### src/rtl/frame_config_writer.sv
// Fabric configuration port writer: turns a 32-bit word stream into FrameData rows
// and a single one-hot FrameStrobe pulse per frame in the addressed column.
module frame_config_writer #(
  parameter int unsigned FrameBitsPerRow = 32,
  parameter int unsigned MaxFramesPerCol = 20,
  parameter int unsigned NumRows         = 16,
  parameter int unsigned NumColumns      = 10,
  parameter int unsigned StrobeCycles    = 2,
  parameter logic [31:0] SyncWord        = 32'hFAB0_FAB1
) (
  input  logic                                    CLK,
  input  logic                                    RST,
  input  logic [31:0]                             s_data,
  input  logic                                    s_valid,
  output logic                                    s_ready,
  output logic [FrameBitsPerRow*NumRows-1:0]      FrameData,
  output logic [MaxFramesPerCol*NumColumns-1:0]   FrameStrobe,
  output logic                                    busy,
  output logic                                    done,
  output logic                                    err
);

  localparam int unsigned RowW     = (NumRows > 1) ? $clog2(NumRows) : 1;
  localparam int unsigned ColW     = (NumColumns > 1) ? $clog2(NumColumns) : 1;
  localparam int unsigned FrmW     = (MaxFramesPerCol > 1) ? $clog2(MaxFramesPerCol) : 1;
  localparam int unsigned StbW     = $clog2(StrobeCycles + 1);
  localparam int unsigned StrbBits = MaxFramesPerCol * NumColumns;
  localparam int unsigned IdxW     = (StrbBits > 1) ? $clog2(StrbBits) : 1;
  localparam logic [31:0] EndWord  = 32'hFFFF_FFFF;

  typedef enum logic [2:0] {
    S_IDLE,
    S_CMD,
    S_DATA,
    S_DISCARD,
    S_STROBE
  } state_e;

  state_e                             state_q;
  logic [RowW-1:0]                    row_q;
  logic [StbW-1:0]                    strb_cnt_q;
  logic [ColW-1:0]                    col_q;
  logic [FrmW-1:0]                    frame_q;
  logic [FrameBitsPerRow*NumRows-1:0] frame_data_q;
  logic [StrbBits-1:0]                frame_strobe_q;
  logic                               done_q;
  logic                               err_q;

  logic            xfer_c;
  logic [7:0]      cmd_col_c;
  logic [7:0]      cmd_frame_c;
  logic            cmd_ok_c;
  logic [IdxW-1:0] strobe_idx_c;

  // Handshake and command decode
  assign s_ready      = (state_q != S_STROBE);
  assign xfer_c       = s_valid && s_ready;
  assign cmd_col_c    = s_data[31:24];
  assign cmd_frame_c  = s_data[23:16];
  assign cmd_ok_c     = (32'(cmd_col_c) < NumColumns) && (32'(cmd_frame_c) < MaxFramesPerCol);
  assign strobe_idx_c = IdxW'(32'(col_q) * MaxFramesPerCol + 32'(frame_q));

  always_ff @(posedge CLK) begin
    if (RST) begin
      state_q        <= S_IDLE;
      row_q          <= '0;
      strb_cnt_q     <= '0;
      col_q          <= '0;
      frame_q        <= '0;
      frame_data_q   <= '0;
      frame_strobe_q <= '0;
      done_q         <= 1'b0;
      err_q          <= 1'b0;
    end else begin
      case (state_q)
        S_IDLE: begin
          if (xfer_c && (s_data == SyncWord)) begin
            state_q <= S_CMD;
            done_q  <= 1'b0;
            err_q   <= 1'b0;
          end
        end
        S_CMD: begin
          if (xfer_c) begin
            row_q <= '0;
            if (s_data == EndWord) begin
              done_q  <= 1'b1;
              state_q <= S_IDLE;
            end else if (cmd_ok_c) begin
              col_q   <= ColW'(cmd_col_c);
              frame_q <= FrmW'(cmd_frame_c);
              state_q <= S_DATA;
            end else begin
              err_q   <= 1'b1;
              state_q <= S_DISCARD;
            end
          end
        end
        S_DATA: begin
          if (xfer_c) begin
            frame_data_q[32'(row_q)*FrameBitsPerRow +: FrameBitsPerRow] <= FrameBitsPerRow'(s_data);
            if (row_q == RowW'(NumRows - 1)) begin
              // Strobe rises together with the last row write
              state_q                      <= S_STROBE;
              strb_cnt_q                   <= '0;
              frame_strobe_q               <= '0;
              frame_strobe_q[strobe_idx_c] <= 1'b1;
            end else begin
              row_q <= row_q + RowW'(1);
            end
          end
        end
        S_DISCARD: begin
          if (xfer_c) begin
            if (row_q == RowW'(NumRows - 1)) begin
              state_q <= S_CMD;
            end else begin
              row_q <= row_q + RowW'(1);
            end
          end
        end
        S_STROBE: begin
          if (strb_cnt_q == StbW'(StrobeCycles - 1)) begin
            frame_strobe_q <= '0;
            state_q        <= S_CMD;
          end else begin
            strb_cnt_q <= strb_cnt_q + StbW'(1);
          end
        end
        default: state_q <= S_IDLE;
      endcase
    end
  end

  assign FrameData   = frame_data_q;
  assign FrameStrobe = frame_strobe_q;
  assign busy        = (state_q != S_IDLE);
  assign done        = done_q;
  assign err         = err_q;

endmodule

### config.mk
export PLATFORM = sky130hd
export DESIGN_NAME = frame_config_writer
export DESIGN_NICKNAME = d
export VERILOG_FILES = /design/src/rtl/frame_config_writer.sv
export SDC_FILE = /design/constraint.sdc
export NUM_CORES = 2
export LEC_CHECK = 0
export CORE_AREA = 10 10 286 288
export CTS_BUF_LIST = sky130_fd_sc_hd__clkbuf_8
export CTS_CLUSTER_SIZE = 20
export DETAILED_ROUTE_END_ITERATION = 8
export DIE_AREA = 0 0 296 298
export GPL_TIMING_DRIVEN = 0
export SLEW_MARGIN = 20
export SYNTH_ARGS = -nofsm -noshare
export SYNTH_HDL_FRONTEND = slang
export SYNTH_SLANG_ARGS = --single-unit
### constraint.sdc
create_clock -name CLK -period 3.7 [get_ports CLK]
set_input_delay 0.555 -clock CLK [delete_from_list [all_inputs] [get_ports CLK]]
set_output_delay 0.555 -clock CLK [all_outputs]
set_load 0.05 [all_outputs]
==> flow_metrics.env <==
export IMPL_fin_cells=5498
export IMPL_max_freq_mhz=282
export IMPL_tightest_slew_ns=1.30
export IMPL_finalCriticalPeriod_ns=3.55
export IMPL_rsz0062_at_grt="yes"
export IMPL_r2r_cells=9
export IMPL_wire_per_inst_microns=26.5
export IMPL_cts_post_setup_buffers_inserted=0
export IMPL_die_h_microns=298
export IMPL_p_total_mw=16.2
export IMPL_firstDrtPassIters=8
export IMPL_status="finished clean"
export IMPL_setup_worst_path_end_class="register"
export IMPL_cts_resized=2
export IMPL_clkPwrFrac_pct=48.2
export IMPL_post_route_util_pct=52.0
export IMPL_synth_xor_area_share_pct=0.360
export IMPL_area_delta_synth_final_pct=39.9
export IMPL_grt_total_usage_pct=31.4
export IMPL_synth_mux_area_share_pct=0.427
export IMPL_ios=751
export IMPL_path_max_fanout=10
export IMPL_synthFlopType="dfxtp_1"
export IMPL_finalHoldViolCount=0
export IMPL_ys_ff_latch=732
export IMPL_row_count=101
export IMPL_layout_nets=4479
export IMPL_dp_hpwl_mm=107
export IMPL_regToRegSetupSlack_ns=0.15
export IMPL_synth_warnings=0
export IMPL_powerDensity_nw_per_um2=411
export IMPL_root_buffer="clkbuf_8"
export IMPL_gp_congestion=0.905
export IMPL_synth_cell_area_sq_um=28100
export IMPL_whs_endpoint="FrameData[470]$_SDFFE_PP0P_"
export IMPL_holdPathStages=3
export IMPL_drc=0
export IMPL_grt_max_degree=17
export IMPL_synth_compound_area_share_pct=14.5
export IMPL_vdd_ir_drop_worst_uv=311
export IMPL_avgSynthCellArea_sq_um=7.87
export IMPL_wl_mm=145
export IMPL_dp_cells=5276
export IMPL_period_share_pct=95.8
export IMPL_cts_num_sinks=732
export IMPL_startpoint_type="register"
export IMPL_relSlewSlack_pct=13.5
export IMPL_cts_made_buffers=132
export IMPL_insertion_delay_ns=0.81
export IMPL_drv_cap=0
export IMPL_synthArstFlopShare_pct=0
export IMPL_setup_violations=0
export IMPL_slew_viol_final=0
export IMPL_num_vias=30451
export IMPL_numPortBuffers=723
export IMPL_cts_reportedPaths_clkPinSlew_ns=0.06
export IMPL_hp_class="primary input to register"
export IMPL_synthAdderAreaFrac_pct=0.632
export IMPL_crit_type="register to register"
export IMPL_synth_edf_count=0
export IMPL_syn_inst=3574
export IMPL_clk_path_buf_depth=3
export IMPL_cp_required_ns=4.41
export IMPL_fill_cells=7464
export IMPL_grt_ovfl_total=0
export IMPL_leakagePower_nw=12.6
export IMPL_hold_worst_slack_ns=0.278
export IMPL_ys_seq_area_share_pct=52.1
export IMPL_hold_buffers=0
export IMPL_seq_power_share_pct=48.8
export IMPL_grt_pass1_vias=28802
export IMPL_tritoncts="yes"
export IMPL_detail_route_vias_per_cell=5.54
export IMPL_pwr_share_comb_pct=3.1
export IMPL_r2r_start="row_q[0]$_SDFFE_PP0P_"
export IMPL_switching_share_pct=25.1
export IMPL_initial_core_util_pct=37.1
export IMPL_grt_pass1_wl_mm=204
export IMPL_worst_clock_skew_ns=0.0456
export IMPL_core_area_sq_um=75700
export IMPL_r2r_end="FrameData[452]$_SDFFE_PP0P_"
export IMPL_power_switching_mw=4.06
export IMPL_fp_dieW_microns=296
export IMPL_htree_num_levels=4
export IMPL_hp_start="s_data[22]"
export IMPL_antenna_found_initial=2
export IMPL_first_iter_violations=3025
export IMPL_die_area_sq_um=88200
export IMPL_p_int_mw=12.1
export IMPL_crit_arrival_ns=4.26
export IMPL_synth_cell_types=53
export IMPL_synth_net_count=3622
export IMPL_synth_simple_area_share_pct=26.3
export IMPL_synth_top_family_by_area="simple AND/OR/NAND/NOR gates"
export IMPL_drive_gt1_share_pct=5.97
export IMPL_antenna_left=0
[logic make-up (layout without fill, tap and decap cells)]
logic type	Yosys count	after routing
and+or+nand+nor	1623	1623
AOI/OAI and AO/OA	775	775
DFF	732	732
buffers and inverters	410	1355
adders and majority gates	13	13
muxes	12	12
xor gates and xnor gates	9	9
other	0	1
[worst max path at each step]
| stage | startpoint | to | cells after the start |
|---|---|---|---|
| floorplan | col_q[1]$_SDFFE_PP0P_ | FrameStrobe[128]$_SDFFE_PP0P_ | 10 |
| global placement | s_valid | FrameData[123]$_SDFFE_PP0P_ | 7 |
| detailed placement | row_q[0]$_SDFFE_PP0P_ | FrameData[374]$_SDFFE_PP0P_ | 12 |
| CTS | row_q[0]$_SDFFE_PP0P_ | FrameData[301]$_SDFFE_PP0P_ | 11 |
| global route | row_q[0]$_SDFFE_PP0P_ | FrameData[300]$_SDFFE_PP0P_ | 11 |
| finish | row_q[0]$_SDFFE_PP0P_ | FrameData[452]$_SDFFE_PP0P_ | 9 |
[layout make-up]
cell class / count / area (sq um) / area share [%]
repair buffers: 724 / 7260 / 18.5
flip-flops and latches: 732 / 14700 / 37.3
well taps: 978 / 1220 / 3.11
multi-input cells: 2432 / 12000 / 30.4
clock inverters: 57 / 359 / 0.913
clock buffers: 165 / 2270 / 5.77
plain buffers: 390 / 1540 / 3.91
inverters: 19 / 71.3 / 0.181
diodes: 1 / 2.50 / 0.00636
[synthesized netlist by cell type (all sizes together), types with 8 or more instances]
master / number / share of area (%)
nor3: 22 / 0.48
dfxtp: 732 / 52
nor4: 36 / 0.80
or3: 39 / 0.87
buf: 46 / 0.78
ha: 11 / 0.49
a21oi: 702 / 12
nand3: 653 / 12
inv: 19 / 0.25
nor2: 51 / 0.68
a211oi: 33 / 0.88
a32oi: 12 / 0.37
nand4: 31 / 0.69
mux2i: 12 / 0.43
clkbuf: 345 / 4.6
and3: 8 / 0.18
nand2: 749 / 10
[layer usage]
layer	routed length [microns]	global-route usage (%)	vias up
li1	-	-	13987
met2	66800	50.7	1684
met3	17500	11.4	309
met5	0	0	-
met4	6620	13.8	0
met1	54500	36.8	14471
[power by group through the flow]
| stage | Clock (mW) | Sequential, mW | Combinational, mW |
|---|---|---|---|
| 6_report | 7.79 | 7.88 | 0.497 |
| 5_1_grt | 8.18 | 7.88 | 0.498 |
| 4_1_cts | 7.84 | 7.88 | 0.479 |
| 3_5_place_dp | 0 | 8.06 | 0.480 |
| 3_3_place_gp | 0 | 8.06 | 0.475 |
| 2_1_floorplan | 0 | 8.06 | 0.193 |
[flip-flops by register name, indices dropped and copies added (netlist names)]
name / cells
done: 1
FrameStrobe: 200
col_q: 4
row_q: 4
err: 1
FrameData: 512
frame_q: 5
state_q: 3
strb_cnt_q: 2
[layout by cell type (no fill, tap or decap), types with 22 or more instances in the layout]
cell	count
nand2_1	749
nand4_1	31
inv_1	58
clkbuf_8	165
clkbuf_2	22
nor4_1	36
nor2_1	45
clkdlybuf4s50_1	723
a211oi_1	33
dfxtp_1	732
a21oi_1	702
or3_1	39
nand3_1	653
clkbuf_1	321
buf_2	38
[through the flow]
step           worst slack (ns)  setup TNS, ns  cell area [sq um]
6_report                  0.154              0              39300
2_1_floorplan             0.968              0              28100
5_1_grt                  -0.112          -1.37              39300
3_3_place_gp            -0.0491         -0.766              36600
4_1_cts                  0.0228              0              39300
3_5_place_dp            -0.0785          -2.60              36600
[worst max-delay path, cell delays in order (launching register included)]
cell and delay, ns:
dfxtp_1 0.33, clkbuf_1 0.34, inv_1 0.16, ha_1 0.30
clkbuf_1 0.30, nand3_1 0.62, nor2_1 0.62, clkbuf_1 0.48
nand3_1 0.15, a21oi_1 0.19
Power figures use the tool's default switching activity.
